File: src/rtl/fifo_upload_reader_pkg.sv
// Shared types and default sizing for the capture-FIFO upload reader.
// Imported by the reader top and its output skid buffer.
package fifo_upload_reader_pkg;

    localparam int unsigned DEF_DATA_W     = 16;
    localparam int unsigned DEF_BANK_WORDS = 4096;
    localparam int unsigned DEF_CNT_W      = 13;

    typedef enum logic [2:0] {
        IDLE,
        WAIT_FULL,
        READ_A,
        READ_B,
        FLUSH
    } upl_state_t;

endpackage

File: src/rtl/fifo_upload_reader_skid_buf.sv
// Two-entry valid/ready buffer between the FIFO read port and the host stream.
// The occupancy count is exported so the reader can throttle its read issue.
module upload_skid_buf
    import fifo_upload_reader_pkg::*;
#(
    parameter int unsigned DATA_W = DEF_DATA_W
) (
    input  logic              rclk,
    input  logic              _mr,
    input  logic              clr,
    input  logic              in_valid,
    input  logic [DATA_W-1:0] in_data,
    output logic              out_valid,
    output logic [DATA_W-1:0] out_data,
    input  logic              out_ready,
    output logic [1:0]        count
);

    logic [DATA_W-1:0] r_mem [2];
    logic              r_wr_ptr;
    logic              r_rd_ptr;
    logic [1:0]        r_count;
    logic              w_push;
    logic              w_pop;

    assign w_push    = in_valid && (r_count != 2'd2);
    assign w_pop     = (r_count != 2'd0) && out_ready;
    assign out_valid = (r_count != 2'd0);
    assign out_data  = r_mem[r_rd_ptr];
    assign count     = r_count;

    always_ff @(posedge rclk or negedge _mr) begin
        if (!_mr) begin
            r_mem[0] <= '0;
            r_mem[1] <= '0;
            r_wr_ptr <= 1'b0;
            r_rd_ptr <= 1'b0;
            r_count  <= '0;
        end else if (clr) begin
            r_wr_ptr <= 1'b0;
            r_rd_ptr <= 1'b0;
            r_count  <= '0;
        end else begin
            if (w_push) begin
                r_mem[r_wr_ptr] <= in_data;
                r_wr_ptr        <= ~r_wr_ptr;
            end
            if (w_pop) begin
                r_rd_ptr <= ~r_rd_ptr;
            end
            r_count <= r_count + {1'b0, w_push} - {1'b0, w_pop};
        end
    end

endmodule

File: src/rtl/fifo_upload_reader.sv
// Read-side master for the capture FIFO: waits for the full flag, drains bank A
// then bank B, and streams the words to the host upload path.
module fifo_upload_reader
    import fifo_upload_reader_pkg::*;
#(
    parameter int unsigned DATA_W     = DEF_DATA_W,
    parameter int unsigned BANK_WORDS = DEF_BANK_WORDS,
    parameter int unsigned CNT_W      = DEF_CNT_W
) (
    input  logic              rclk,
    input  logic              _mr,
    input  logic              start,
    input  logic              abort,
    input  logic              ffa,
    input  logic [DATA_W-1:0] fifo_dout,
    output logic              _renA,
    output logic              _renB,
    output logic [DATA_W-1:0] m_data,
    output logic              m_valid,
    input  logic              m_ready,
    output logic              busy,
    output logic              done
);

    upl_state_t       r_state;
    logic [CNT_W-1:0] r_cnt;
    logic             r_ffa_s1;
    logic             r_ffa_s2;
    logic             r_rd_d;
    logic             r_busy;
    logic             r_done;

    logic [1:0]       w_skid_count;
    logic             w_pop;
    logic [2:0]       w_load;
    logic             w_room;
    logic             w_rd_a;
    logic             w_rd_b;
    logic             w_abort;
    logic             w_last;
    logic             w_drained;

    always_ff @(posedge rclk or negedge _mr) begin
        if (!_mr) begin
            r_ffa_s1 <= 1'b0;
            r_ffa_s2 <= 1'b0;
        end else begin
            r_ffa_s1 <= ffa;
            r_ffa_s2 <= r_ffa_s1;
        end
    end

    // Credit counts the word already on fifo_dout plus buffered words, less the
    // one leaving this cycle, so a stream at full rate keeps one read per cycle.
    assign w_pop     = m_valid && m_ready;
    assign w_load    = 3'(r_rd_d) + 3'(w_skid_count) - 3'(w_pop);
    assign w_room    = (w_load < 3'd2);
    assign w_rd_a    = (r_state == READ_A) && w_room;
    assign w_rd_b    = (r_state == READ_B) && w_room;
    assign w_abort   = abort && (r_state != IDLE);
    assign w_last    = (r_cnt == CNT_W'(BANK_WORDS - 1));
    assign w_drained = !r_rd_d
                       && ((w_skid_count == 2'd0) || ((w_skid_count == 2'd1) && w_pop));

    assign _renA = ~w_rd_a;
    assign _renB = ~w_rd_b;
    assign busy  = r_busy;
    assign done  = r_done;

    // Marks that fifo_dout carries the word of last cycle's read; an abort drops it.
    always_ff @(posedge rclk or negedge _mr) begin
        if (!_mr) begin
            r_rd_d <= 1'b0;
        end else begin
            r_rd_d <= (w_rd_a || w_rd_b) && !w_abort;
        end
    end

    always_ff @(posedge rclk or negedge _mr) begin
        if (!_mr) begin
            r_state <= IDLE;
            r_cnt   <= '0;
            r_busy  <= 1'b0;
            r_done  <= 1'b0;
        end else begin
            r_done <= 1'b0;
            if (w_abort) begin
                r_state <= IDLE;
                r_cnt   <= '0;
                r_busy  <= 1'b0;
            end else begin
                case (r_state)
                    IDLE: begin
                        if (start) begin
                            r_state <= WAIT_FULL;
                            r_busy  <= 1'b1;
                        end
                    end
                    WAIT_FULL: begin
                        if (r_ffa_s2) begin
                            r_state <= READ_A;
                            r_cnt   <= '0;
                        end
                    end
                    READ_A: begin
                        if (w_rd_a) begin
                            if (w_last) begin
                                r_state <= READ_B;
                                r_cnt   <= '0;
                            end else begin
                                r_cnt <= r_cnt + 1'b1;
                            end
                        end
                    end
                    READ_B: begin
                        if (w_rd_b) begin
                            if (w_last) begin
                                r_state <= FLUSH;
                                r_cnt   <= '0;
                            end else begin
                                r_cnt <= r_cnt + 1'b1;
                            end
                        end
                    end
                    FLUSH: begin
                        if (w_drained) begin
                            r_state <= IDLE;
                            r_busy  <= 1'b0;
                            r_done  <= 1'b1;
                        end
                    end
                    default: begin
                        r_state <= IDLE;
                        r_busy  <= 1'b0;
                    end
                endcase
            end
        end
    end

    upload_skid_buf #(
        .DATA_W (DATA_W)
    ) u_skid (
        .rclk      (rclk),
        ._mr       (_mr),
        .clr       (w_abort),
        .in_valid  (r_rd_d),
        .in_data   (fifo_dout),
        .out_valid (m_valid),
        .out_data  (m_data),
        .out_ready (m_ready),
        .count     (w_skid_count)
    );

endmodule

File: config.mk
export PLATFORM = sky130hd
export DESIGN_NAME = fifo_upload_reader
export DESIGN_NICKNAME = d
export VERILOG_FILES = /design/src/rtl/fifo_upload_reader_pkg.sv /design/src/rtl/fifo_upload_reader_skid_buf.sv /design/src/rtl/fifo_upload_reader.sv
export SDC_FILE = /design/constraint.sdc
export NUM_CORES = 1
export LEC_CHECK = 0
export ABC_AREA = 1
export CAP_MARGIN = 0
export CELL_PAD_IN_SITES_DETAIL_PLACEMENT = 1
export CELL_PAD_IN_SITES_GLOBAL_PLACEMENT = 1
export CORE_MARGIN = 2
export CORE_UTILIZATION = 40
export CTS_CLUSTER_DIAMETER = 80
export DETAILED_ROUTE_END_ITERATION = 10
export PLACE_DENSITY = 0.83
export SYNTH_ARGS = -nofsm -noshare
export SYNTH_HDL_FRONTEND = slang
export SYNTH_SLANG_ARGS = --single-unit
File: constraint.sdc
create_clock -name rclk -period 2.6 [get_ports rclk]
set_input_delay 0.52 -clock rclk [delete_from_list [all_inputs] [get_ports rclk]]
set_output_delay 0.52 -clock rclk [all_outputs]
set_load 0.005 [all_outputs]
==> run summary, run 1 <==
Status: complete, but fails checks
Failing checks: negative setup slack
Register area: 1430 um2
Area of the multi-input gates: 1290 um2
Initial antenna violation count: 0
Number of global-route vias before repair: 2,837
Worst R2R Setup Slack: -60 ps
Detailed Place HPWL: 5580 um
Netlist cell types: 27
Clk sink count: 57
Fillers: 898
WP data arrival: 2180 ps
# DRC: 0
Worst Max-Slew Pin Slew: 580 ps
DRT iter0 DRCs: 96
Maximum number of pins on one net before global-route repair: 33
Die height: 89.8 um
Pwr/cell area: 1050 nW/um2
Post-synthesis register bit count: 57
Synth-to-layout area growth: 30.2%
Avg WL per Cell: 14.1 um
RR Endpoint: r_cnt[10]
Setup violators final: 9
Synth top area share: 0.485
CP max FO: 2
Post-synth ARST share: 1.00
Hold Fails Final Rpt: 0
Htree depth: 3
Fmax: 370 MHz
DP Worst Slack: -691 ps
RSZ-0062 raised after global routing: yes
Worst slew margin: 0.613
Initial Util: 0.410
Total Routed Length: 7740 um
Syn. warnings: 0
ANT nets after route: 0
Post-Syn Nets: 411
CTS Root Cell: clkbuf_8
Clock Skew: 8.61 ps
Maxcap violations: 0
Total die area: 8060 um2
Hold crit path type: in2async
Gate Count Post-Synth: 384
Post-synth EDFFs: 0
Fin crit share: 1.04
Average size of a mapped cell: 7.66 um2
Core ar.: 7180 um2
# IOs: 43
Area contributors post-synth: dfrtp_1 48%, nand2_1 17%, inv_1 5.7%, o21ai_0 5.1%, nor2_1 3.7%
Total CTS buffers: 9
R2R Path Start: u_skid.count[1]
Die width: 89.8 um
CTS Buffer Depth: 2
Maximum vdd drop: 386 uV
Worst setup EP type: output pin
Pre-antenna DRT Iters: 4
GR Util All Layers: 0.206
Vias per cell: 4.92
Area leader, netlist: dfrtp_1
GPL Wtd Cong: 0.813
CTS clk-pin slew, worst paths: 80 ps
Post-route cell area: 3830 um2
Finished Core Util: 0.534
Antenna cells: 0
Top_reg_cell synth: dfrtp_1
Leak: 1.91 nW
Area after DPL: 3510 um2
First-pass GRT wire length: 13,300 um
Nets: 472
Slew Viols, Final: 0
Row count: 31
CP Data Required Time: 2080 ps
Syn Std Cell Area: 2940 um2
Hold_buf cts: 0
Critical Path Start Type: flip-flop
R2R depth: 18
Critical path class: reg2out
Setup slack after layout: -99.6 ps
Fraction of layout cells with a size suffix above 1: 0.160
PortBufs: 42
Sequential area share after synthesis: 0.485
Gr ovfl total: 0
Vias: 2,699
Worst-Skew Late Latency: 350 ps
CTS tree: built
Tmin final: 2700 ps
[logic make-up after synthesis]
group,synth area share
adders and majority gates,0.0238
buffers and inverters,0.0927
and+or+nand+nor,0.300
AOI/OAI and AO/OA,0.0923
DFF,0.485
xor gates and xnor gates,0.00596
[layout make-up]
type,count,area share
Tap cell,99,0.0323
Inverter,48,0.0483
Clock inverter,7,0.0245
Clock buffer,9,0.0323
Multi-Input combinational cell,266,0.337
Timing Repair Buffer,63,0.153
Sequential cell,57,0.372
[synth_stat cells, types with 2 or more instances]
master,instances
nor2_4,2
nand3_1,16
ha_1,4
buf_6,5
dfrtp_1,57
nand3_2,2
nand2_2,6
inv_1,45
o21ai_0,30
clkbuf_1,3
buf_2,5
nand2_1,136
inv_2,2
nand4_1,7
a21oi_1,9
nor2_1,29
o21ai_1,12
nor3_1,5
[placed cells by master (no fill, tap or decap), drive strengths merged]
master	instances
clkinv	3
xor2	1
nor3	5
dfrtp	57
clkinvlp	2
nand3	19
inv	48
buf	24
nand4	7
bufinv	2
fa	1
xnor2	1
nand3b	1
nor2	32
o31ai	1
o21ai	42
a21oi	10
clkdlybuf4s50	38
clkbuf	9
nand2	142
ha	4
dlygate4sd2	1
[registers in the layout, indices dropped and copies added, names as in the netlist, 2 cells and up]
signal / flops
r_state: 3
u_skid.count: 2
u_skid.r_mem: 32
r_cnt: 13
[critical path, cell delays in order, from the launching register on]
cell     delay [ps]
dfrtp_1         390
inv_2            80
nand2_2          70
nand2_2          70
inv_2            50
ha_4            210
inv_4            60
nand2_2          40
fa_1            500
nand3_2         100
inv_2            70
nand3_1          50
buf_2           140
[metrics by stage]
step	TNS [ps]	hold slack, ps	cells	total power, mW
final	-382	173	549	4.03
after CTS	-314	183	546	3.90
after global placement	-6380	335	526	2.79
after global routing	-2600	207	549	4.35
after detailed placement	-8960	344	526	2.87
after floorplan	0	224	384	2.19
[layer usage]
layer  share of wire  GRT usage  vias to the layer above
met1            0.43      0.248                     1318
met5               0          0                        -
met4           0.025     0.0859                        0
li1                -          -                     1330
met3           0.024     0.0386                       14
met2            0.52      0.361                       37
[report_power, final]
part           switching, mW  leakage (nW)  internal [mW]  total, mW
Clock                  0.382         0.106          0.539      0.921
Combinational          0.986          1.05          0.879       1.86
Sequential             0.156         0.758           1.09       1.24
Total                   1.52          1.91           2.51       4.03
[worst max-delay path by stage]
stage	from	endpoint	slack [ps]
global route	u_skid.count[1]	r_cnt[10]	-220
finish	u_skid.count[1]	_renA	-100
CTS	u_skid.count[1]	_renB	-160
global placement	m_ready	_renB	-570
detailed placement	m_ready	_renA	-690
floorplan	u_skid.count[1]	r_cnt[10]	220
[repair_timing]
action	CTS	global route
setup buffers	4	2
resized for setup	19	15
setup endpoints to repair	18	18
pin swaps	3	6
hold endpoints to repair	0	0
cloned	0	1
Note: power is estimated with default switching activity, not from simulation.
==> run 2: changes to the inputs <==
- clock period: 2.6 -> 2.95 ns (I/O delays scaled with it)
==> run 2 against run 1 <==
  * The flow now finishes without violations
  * Die area unchanged
  * Routed wire length is 0.13% lower
  * Register-to-register slack improved by 370 ps
  * Clock skew down 1.4 ps
  * Cell count shrank 1.3%
  * Design area decreased by 2.0%
  * Via count is 1.3% lower
  * Power fell by 14%
  * Global-route usage hardly changed
  * Largest cell class unchanged
==> run summary, run 2 (synthesis gave the netlist of run 1 again) <==
Fmax: 356 MHz
CTS clk-pin slew, worst paths: 60 ps (-20 ps)
Initial Util: 0.410 (unchanged)
Row count: 31 (unchanged)
Synth-to-layout area growth: 27.6%
Setup violators final: 0 (-9)
Leading cell types in the layout, fill and taps excluded: 135 x nand2_1, 57 x dfrtp_1, 41 x inv_1
Critical path class: reg2out
Fraction of layout cells with a size suffix above 1: 0.126 (-0.0336)
Antenna cells: 0 (unchanged)
Hold crit path type: in2async
First-pass GRT wire length: 13,300 um (+0.41%)
Sum of negative setup slack: 0 ps (+382 ps)
Top Registers: u_skid.r_mem x32, r_cnt x13, r_state x3
Finished Core Util: 0.523 (-0.0108)
Worst Max-Slew Pin Slew: 617 ps (+36.3 ps)
Maxcap violations: 0 (unchanged)
Htree depth: 3 (unchanged)
# IOs: 43 (unchanged)
Die width: 89.8 um (unchanged)
Commonest non-fill, non-tap cell in the layout: nand2_1
Gr ovfl total: 0 (unchanged)
CP max FO: 2 (unchanged)
# DRC: 0 (unchanged)
Maximum number of pins on one net before global-route repair: 37 (+12%)
Vias: 2,664 (-1.3%)
Worst slew margin: 0.587 (-0.0264)
Tmin final: 2810 ps
CTS Buffer Depth: 2 (unchanged)
Met3 usage: 0.0419 (+0.00335)
Pwr/cell area: 920 nW/um2 (-13%)
DRT iter0 DRCs: 133 (+39%)
PortBufs: 42 (unchanged)
Status: complete, no violations
Total Routed Length: 7730 um (-0.13%)
Vias per cell: 4.92 (about the same)
GPL Wtd Cong: 0.887 (+9.1%)
Fin crit share: 0.951
R2R Path Start: u_skid.count[0]
Met1 usage: 0.251 (+0.00218)
Total die area: 8060 um2 (unchanged)
Slew Viols, Final: 0 (unchanged)
RSZ-0062 raised after global routing: no
Number of global-route vias before repair: 2,795 (-1.5%)
Max reg flops: 32 (unchanged)
Clock Skew: 7.20 ps (-1.41 ps)
CTS tree: built
Nets: 465 (-1.5%)
GR Util All Layers: 0.206 (about the same)
Worst setup EP type: output pin
Core ar.: 7180 um2 (unchanged)
WP data arrival: 2220 ps (+40 ps)
Fillers: 916 (+2.0%)
Total CTS buffers: 9 (unchanged)
ANT nets after route: 0 (unchanged)
CTS Root Cell: clkbuf_8
Largest register by flop count: u_skid.r_mem
Leak: 1.89 nW (-1.2%)
Worst-Skew Late Latency: 340 ps (about the same)
Die height: 89.8 um (unchanged)
Clk sink count: 57 (unchanged)
CP Launch Point: u_skid.count[0]
Gr busiest metal: met2
Initial antenna violation count: 0 (unchanged)
CP Data Required Time: 2360 ps (+280 ps)
Detailed Place HPWL: 5280 um (-5.3%)
Pre-antenna DRT Iters: 4 (unchanged)
Critical Path Start Type: flip-flop
Met2 Use GR: 0.359 (-0.00189)
Maximum vdd drop: 346 uV (-10%)
Avg WL per Cell: 14.3 um (+1.2%)
Hold Fails Final Rpt: 0 (unchanged)
run 2: cell types whose count changed in the layout (fill, tap and decap cells not counted), sizes merged:
| cell | previous run | this run |
|---|---|---|
| buf | 24 | 17 |
| clkbuf | 9 | 12 |
| clkinvlp | 2 | 0 |
| inv | 48 | 47 |
run 2: power breakdown:
part           switching (mW)  total, mW  internal (mW)
registers               0.140       1.10          0.961
clock network           0.316      0.861          0.545
logic                   0.802       1.49          0.691
run 2: what timing repair did:
action	4_1_cts	5_1_grt
setup endpoints to repair	2	8
hold buffers	0	0
setup buffers	3	2
resized for setup	15	1
pin swaps	3	2
run 2: final cells by class:
class	count	area [um2]	share of cell area
Sequential cell	57	1430	0.380
Inverter	48	180	0.0480
Timing Repair Buffer	56	522	0.139
Tap cell	99	124	0.0330
Clock buffer	12	165	0.0440
Clock inverter	4	73.8	0.0197
Multi-Input combinational cell	266	1260	0.336
run 2: worst paths after layout:
path                                          to  slack (ps)  cells after the start
max in group asynchronous       u_skid.r_mem[29]        1860                      2
min in group rclk                       r_ffa_s2         350                      0
worst min register to register          r_ffa_s2         350                      0
worst max-delay path                       _renB         140                     12
worst min-delay path                    r_cnt[0]         220                      1
worst max register to register          r_cnt[7]         310                     18
run 2: through the flow:
stage | setup slack [ps] | hold slack [ps] | power, mW | instances | area (um2)
final | 145 | 217 | 3.45 | 542 | 3750
after floorplan | 522 | 294 | 1.93 | 384 | 2940
after detailed placement | -460 | 340 | 2.52 | 521 | 3470
after global routing | 9.83 | 255 | 3.72 | 542 | 3750
after global placement | -360 | 336 | 2.45 | 521 | 3470
after CTS | 16.6 | 223 | 3.46 | 540 | 3730
run 2: layer usage:
metal / routed length, um / vias up
li1: - / 1306
met1: 3350 / 1315
met2: 4030 / 30
met3: 213 / 13
met4: 129 / 0
met5: 0 / -
run 2: worst max-delay path, cell delays in order, from the launching register on:
cell and delay [ps]:
dfrtp_1 400, inv_2 80, nand2_1 70, nand2_1 80, inv_1 60, ha_4 210
inv_2 60, nand2_2 50, fa_1 500, nand3_2 90, inv_2 70, nand3_1 60
buf_2 140
==> run 3: changes to the inputs <==
- CTS_BUF_LIST: not set -> sky130_fd_sc_hd__clkbuf_4 sky130_fd_sc_hd__clkbuf_8 sky130_fd_sc_hd__clkbuf_16
==> results of run 3 <==
Same layout as run 2: the final DEF is identical, and so are final timing and power.
